<file path="src/rtl/aes_sched_pkg.sv">
// Shared encodings for the AES operation scheduler: FSM states, operation codes,
// requester ids and the default core latency.
package aes_sched_pkg;

    typedef enum logic [1:0] {
        IDLE  = 2'd0,
        ISSUE = 2'd1,
        RUN   = 2'd2,
        RESP  = 2'd3
    } sched_state_e;

    localparam logic OP_ENC = 1'b0;
    localparam logic OP_DEC = 1'b1;

    localparam logic REQ0 = 1'b0;
    localparam logic REQ1 = 1'b1;

    // Start pulse to final-round cycle (KEY_PREPARE through TENTH_ROUND).
    localparam int CORE_LAT_DEFAULT = 12;

    function automatic logic other_req(input logic id);
        return ~id;
    endfunction

endpackage

</file>
<file path="src/rtl/aes_rr_arb2.sv">
// Combinational two-way grant for the AES scheduler. Round robin on last_grant by
// default; fixed priority to requester 0 when AES_SCHED_PRIO_EN is defined.
module aes_rr_arb2
    import aes_sched_pkg::*;
(
    input  logic valid0,
    input  logic valid1,
    input  logic last_grant,
    input  logic enable,
    output logic gnt0,
    output logic gnt1
);

    always_comb begin
        // NOTE: every output gets a default before any branch so no latch is inferred.
        gnt0 = 1'b0;
        gnt1 = 1'b0;
        if (enable) begin
`ifdef AES_SCHED_PRIO_EN
            gnt0 = valid0;
            gnt1 = valid1 & ~valid0;
`else
            if (valid0 && valid1) begin
                // Tie goes to whichever requester was not served last.
                gnt0 = (other_req(last_grant) == REQ0);
                gnt1 = (other_req(last_grant) == REQ1);
            end else begin
                gnt0 = valid0;
                gnt1 = valid1;
            end
`endif
        end
    end

endmodule

</file>
<file path="src/rtl/aes_op_sched.sv">
// Two-requester scheduler sharing one AES round core: accept, start pulse, round
// timing, capture strobe and tagged response. AES_SCHED_PRIO_EN selects fixed priority.
module aes_op_sched
    import aes_sched_pkg::*;
#(
    parameter int CORE_LAT = CORE_LAT_DEFAULT,
    parameter int CNT_W    = 4
) (
    input  logic clk,
    input  logic rst,
    input  logic req0_valid,
    input  logic req0_op,
    output logic req0_ready,
    input  logic req1_valid,
    input  logic req1_op,
    output logic req1_ready,
    output logic staenc,
    output logic stadec,
    output logic cap_en,
    output logic busy,
    output logic rsp_valid,
    output logic rsp_id,
    output logic rsp_op,
    input  logic rsp_ready
);

    localparam logic [CNT_W-1:0] CNT_LAST = CNT_W'(CORE_LAT - 1);
    localparam logic [CNT_W-1:0] CNT_PRE  = CNT_W'(CORE_LAT - 2);

    sched_state_e     state_q, state_d;
    logic [CNT_W-1:0] cnt_q, cnt_d;
    logic             last_grant_q, last_grant_d;
    logic             id_q, id_d;
    logic             op_q, op_d;
    logic             staenc_q, staenc_d;
    logic             stadec_q, stadec_d;
    logic             cap_en_q, cap_en_d;
    logic             busy_q, busy_d;
    logic             rsp_valid_q, rsp_valid_d;
    logic             rsp_id_q, rsp_id_d;
    logic             rsp_op_q, rsp_op_d;

    logic arb_en;
    logic gnt0, gnt1;

    // Ready must stay low while reset is asserted, even though state_q is IDLE.
    assign arb_en = (state_q == IDLE) && !rst;

    aes_rr_arb2 u_arb (
        .valid0     (req0_valid),
        .valid1     (req1_valid),
        .last_grant (last_grant_q),
        .enable     (arb_en),
        .gnt0       (gnt0),
        .gnt1       (gnt1)
    );

    always_comb begin
        state_d      = state_q;
        cnt_d        = cnt_q;
        last_grant_d = last_grant_q;
        id_d         = id_q;
        op_d         = op_q;
        staenc_d     = 1'b0;
        stadec_d     = 1'b0;
        cap_en_d     = 1'b0;
        rsp_valid_d  = rsp_valid_q;
        rsp_id_d     = rsp_id_q;
        rsp_op_d     = rsp_op_q;

        unique case (state_q)
            IDLE: begin
                if (gnt0 || gnt1) begin
                    id_d         = gnt1 ? REQ1 : REQ0;
                    op_d         = gnt1 ? req1_op : req0_op;
                    last_grant_d = id_d;
                    staenc_d     = (op_d == OP_ENC);
                    stadec_d     = (op_d == OP_DEC);
                    state_d      = ISSUE;
                end
            end
            ISSUE: begin
                cnt_d   = '0;
                state_d = RUN;
            end
            RUN: begin
                // cap_en is registered, so it is raised one count early to land on CNT_LAST.
                cap_en_d = (cnt_q == CNT_PRE);
                if (cnt_q == CNT_LAST) begin
                    state_d     = RESP;
                    rsp_valid_d = 1'b1;
                    rsp_id_d    = id_q;
                    rsp_op_d    = op_q;
                end else begin
                    cnt_d = cnt_q + CNT_W'(1);
                end
            end
            RESP: begin
                if (rsp_ready) begin
                    state_d     = IDLE;
                    rsp_valid_d = 1'b0;
                end
            end
            default: state_d = IDLE;
        endcase

        busy_d = (state_d != IDLE);
    end

    always_ff @(posedge clk) begin
        // NOTE: state is updated with non-blocking assignments so all flops sample together.
        if (rst) begin
            state_q      <= IDLE;
            cnt_q        <= '0;
            last_grant_q <= REQ1;
            id_q         <= REQ0;
            op_q         <= OP_ENC;
            staenc_q     <= 1'b0;
            stadec_q     <= 1'b0;
            cap_en_q     <= 1'b0;
            busy_q       <= 1'b0;
            rsp_valid_q  <= 1'b0;
            rsp_id_q     <= 1'b0;
            rsp_op_q     <= 1'b0;
        end else begin
            state_q      <= state_d;
            cnt_q        <= cnt_d;
            last_grant_q <= last_grant_d;
            id_q         <= id_d;
            op_q         <= op_d;
            staenc_q     <= staenc_d;
            stadec_q     <= stadec_d;
            cap_en_q     <= cap_en_d;
            busy_q       <= busy_d;
            rsp_valid_q  <= rsp_valid_d;
            rsp_id_q     <= rsp_id_d;
            rsp_op_q     <= rsp_op_d;
        end
    end

    assign req0_ready = gnt0;
    assign req1_ready = gnt1;
    assign staenc     = staenc_q;
    assign stadec     = stadec_q;
    assign cap_en     = cap_en_q;
    assign busy       = busy_q;
    assign rsp_valid  = rsp_valid_q;
    assign rsp_id     = rsp_id_q;
    assign rsp_op     = rsp_op_q;

endmodule

</file>
<file path="config.mk">
export PLATFORM = sky130hd
export DESIGN_NAME = aes_op_sched
export DESIGN_NICKNAME = d
export VERILOG_FILES = /design/src/rtl/aes_sched_pkg.sv /design/src/rtl/aes_rr_arb2.sv /design/src/rtl/aes_op_sched.sv
export SDC_FILE = /design/constraint.sdc
export NUM_CORES = 1
export LEC_CHECK = 0
export CAP_MARGIN = 10
export CORE_MARGIN = 3
export CORE_UTILIZATION = 52
export CTS_CLUSTER_DIAMETER = 50
export CTS_CLUSTER_SIZE = 10
export DETAILED_ROUTE_END_ITERATION = 16
export PLACE_DENSITY = 0.81
export SETUP_SLACK_MARGIN = 0.02
export SKIP_LAST_GASP = 1
export SLEW_MARGIN = 20
export SYNTH_ARGS = -nofsm -noshare
export SYNTH_HDL_FRONTEND = slang
export SYNTH_SLANG_ARGS = --single-unit
</file>
<file path="constraint.sdc">
create_clock -name clk -period 2.68 [get_ports clk]
set_clock_uncertainty 0.1 [all_clocks]
set_input_delay 0.268 -clock clk [delete_from_list [all_inputs] [get_ports clk]]
set_output_delay 0.268 -clock clk [all_outputs]
set_load 0.05 [all_outputs]
</file>
==> results_dict.tcl <==
set metrics [dict create \
    fmax_ghz 0.457 \
    pwr-share-comb_pct 17.3 \
    grt_pass1_wl_mm 2.58 \
    multi_input_area_um2 412 \
    ir_worst_vdd_v 0.000419 \
    rsz0062_at_grt "false" \
    synth.top_cell.area_share_pct 42.0 \
    num-fill-cells 107 \
    p_sw_uw 147 \
    crit_fanout 17 \
    io_pins 16 \
    power.internal_uw 376 \
    cts_root_buffer "clkbuf_4" \
    die-height_um 44.3 \
    worst_setup_path_end_kind "output pin" \
    post_cts_buffers 0 \
    crit_type "reg2out" \
    crit_slowest_cell "or3b_1" \
    start_util_pct 57.2 \
    netlist_instances 83 \
    top_layer_used "met4" \
    switching_share_pct 28.1 \
    syn_area_um2 763 \
    finalHoldViolCount 0 \
    cp_data_required_time_ps 2310 \
    synth_nets 92 \
    power.density_mw_per_mm2 544 \
    first_pass_iters 4 \
    netlist_top_cells_area "dfxtp_1, nor2b_1, a21oi_1, ha_1, o21ai_0" \
    dr_total_vias 664 \
    worstSkewPairLatency_ps 290 \
    clock_sinks 16 \
    dpl.hpwl_mm 1.16 \
    cp_cell_sequence "or3b_1 > nor3_1 > buf_12" \
    slew_viol_final 0 \
    antenna_found_initial 0 \
    synth_seq_cells 16 \
    wl_per_cell_um 13.5 \
    areaGrowthSynthToFinish_pct 25.7 \
    cts.reportedPaths.clkPinSlew_ps 100 \
    yosysMostFrequentCell "dfxtp_1" \
    ys_warn_count 0 \
    coreArea_mm2 0.00133 \
    core.rowCount 13 \
    avgSynthCellArea_um2 9.20 \
    diodes 0 \
    ys_seq_area_share_pct 42.0 \
    period_share_pct 81.6 \
    wl_met2_um 762 \
    period_needed_ps 2190 \
    drt_iter0_markers 13 \
    cts_made_buffers 3 \
    synth-edff-count 0 \
    relSlewSlack_pct 66.3 \
    die_w_um 44.3 \
    path_buf_inv 1 \
    antenna_left 0 \
    vias_per_cell 5.88 \
    clkPwrFrac_pct 31.0 \
    regArea_um2 320 \
    place.gp.congestion 0.755 \
    cap_violations 0 \
    die_area_mm2 0.00196 \
    first_global_vias 601 \
    cp_top_family "simple AND/OR/NAND/NOR gates" \
    ctsHoldBuffers 0 \
    setup_tns_ps 0 \
    async_flop_share_pct 0 \
    met1_length_um 659 \
    min_path_type "reg2reg" \
    synth-main-ff-cell "dfxtp_1" \
    finalPower_uw 523 \
    p_seq_share_pct 51.6 \
    cts_buffer_depth 2 \
    cts_resized 0 \
    tightestPinTransition_ps 504 \
    cp_data_arrival_time_ps 1820 \
    cts_tree "yes" \
    ys_types 37 \
    htree_levels 1 \
    power.static_leakage_nw 0.366 \
    io_buffers 15 \
    yosysTopAreaCell "dfxtp_1" \
    nNetsFinal 108 \
    drive_gt1_share_pct 10.2 \
    grt_max_degree 18 \
    drt-total-wl_mm 1.52 \
    cpPeakStageDelay_ps 530 \
    outcome "complete, no violations" \
    worst_setup_path_start_kind "flip-flop" \
    route.met3.wl_um 73 \
    overflow 0 \
    yosys-top-cells-count "dfxtp_1, a21oi_1, nor2b_1, o21ai_0" \
    whs_ps 371 \
    grt.total_usage_pct 18.5 \
    setup_violations 0 \
    drcViolationCount 0 \
]
## metrics by stage
stage / cells / utilization [%] / cell area [µm²] / setup slack, ps
2_1_floorplan: 83 / - / 763 / 382
3_3_place_gp: 109 / 69.2 / 923 / 562
3_5_place_dp: 109 / 69.2 / 923 / 554
4_1_cts: 113 / 72.0 / 960 / 501
5_1_grt: 113 / 72.0 / 960 / 399
6_report: 113 / 72.0 / 960 / 493
## worst register-to-register path, stage by stage (launching register included)
cell	delay (ps)
dfxtp_1	460
or3b_1	540
nor4b_2	380
o31a_1	180
## power by group through the flow
stage	combinational (mW)	sequential, mW	clock [mW]
4_1_cts	0.0913	0.269	0.165
3_5_place_dp	0.0910	0.275	0
5_1_grt	0.0975	0.272	0.172
2_1_floorplan	0.0547	0.278	0
6_report	0.0906	0.270	0.162
3_3_place_gp	0.0894	0.274	0
## routing by layer
layer	vias up	global-route usage, %
met3	2	3.66
met1	311	21.2
li1	337	-
met2	14	30.5
met4	0	12.7
met5	-	0
## registers in the layout, indices dropped and copies added (netlist names)
name	cells
cnt_q	4
state_q	2
busy	1
cap_en	1
id_q	1
last_grant_q	1
op_q	1
rsp_id	1
rsp_op	1
rsp_valid	1
stadec	1
staenc	1
## layout make-up
| cell class | count | area share [%] |
|---|---|---|
| Timing Repair Buffer | 15 | 16.4 |
| Clock buffer | 4 | 3.78 |
| Multi-Input combinational cell | 59 | 42.9 |
| Sequential cell | 16 | 33.4 |
| Tap cell | 15 | 1.96 |
| Inverter | 4 | 1.56 |
## kinds of logic after synthesis
family                     share of synthesized area [%]
buffers and inverters                               4.10
and+or+nand+nor                                     27.7
AOI/OAI and AO/OA                                   21.5
muxes                                               1.48
DFF                                                 42.0
adders and majority gates                           3.28
## cells in the final DEF, fill, tap and decap left out, drive strengths merged, types with 3 or more instances in the layout
cell type / count
dfxtp: 16
clkdlybuf4s50: 13
a21oi: 6
nor2b: 5
o21ai: 5
nand2: 4
inv: 4
nand3: 4
clkbuf: 4
nor2: 3
## path summary, 6_finish.rpt
path / from / to / slack, ps / cells after the start
worst max-delay path: state_q[1]$_SDFF_PP0_ / req0_ready / 490 / 3
worst min-delay path: rsp_valid$_SDFFE_PP0P_ / rsp_valid$_SDFFE_PP0P_ / 370 / 2
worst max register to register: state_q[1]$_SDFF_PP0_ / op_q$_SDFFE_PP0P_ / 960 / 3
worst min register to register: rsp_valid$_SDFFE_PP0P_ / rsp_valid$_SDFFE_PP0P_ / 370 / 2
(Power assumes the default switching activity.)
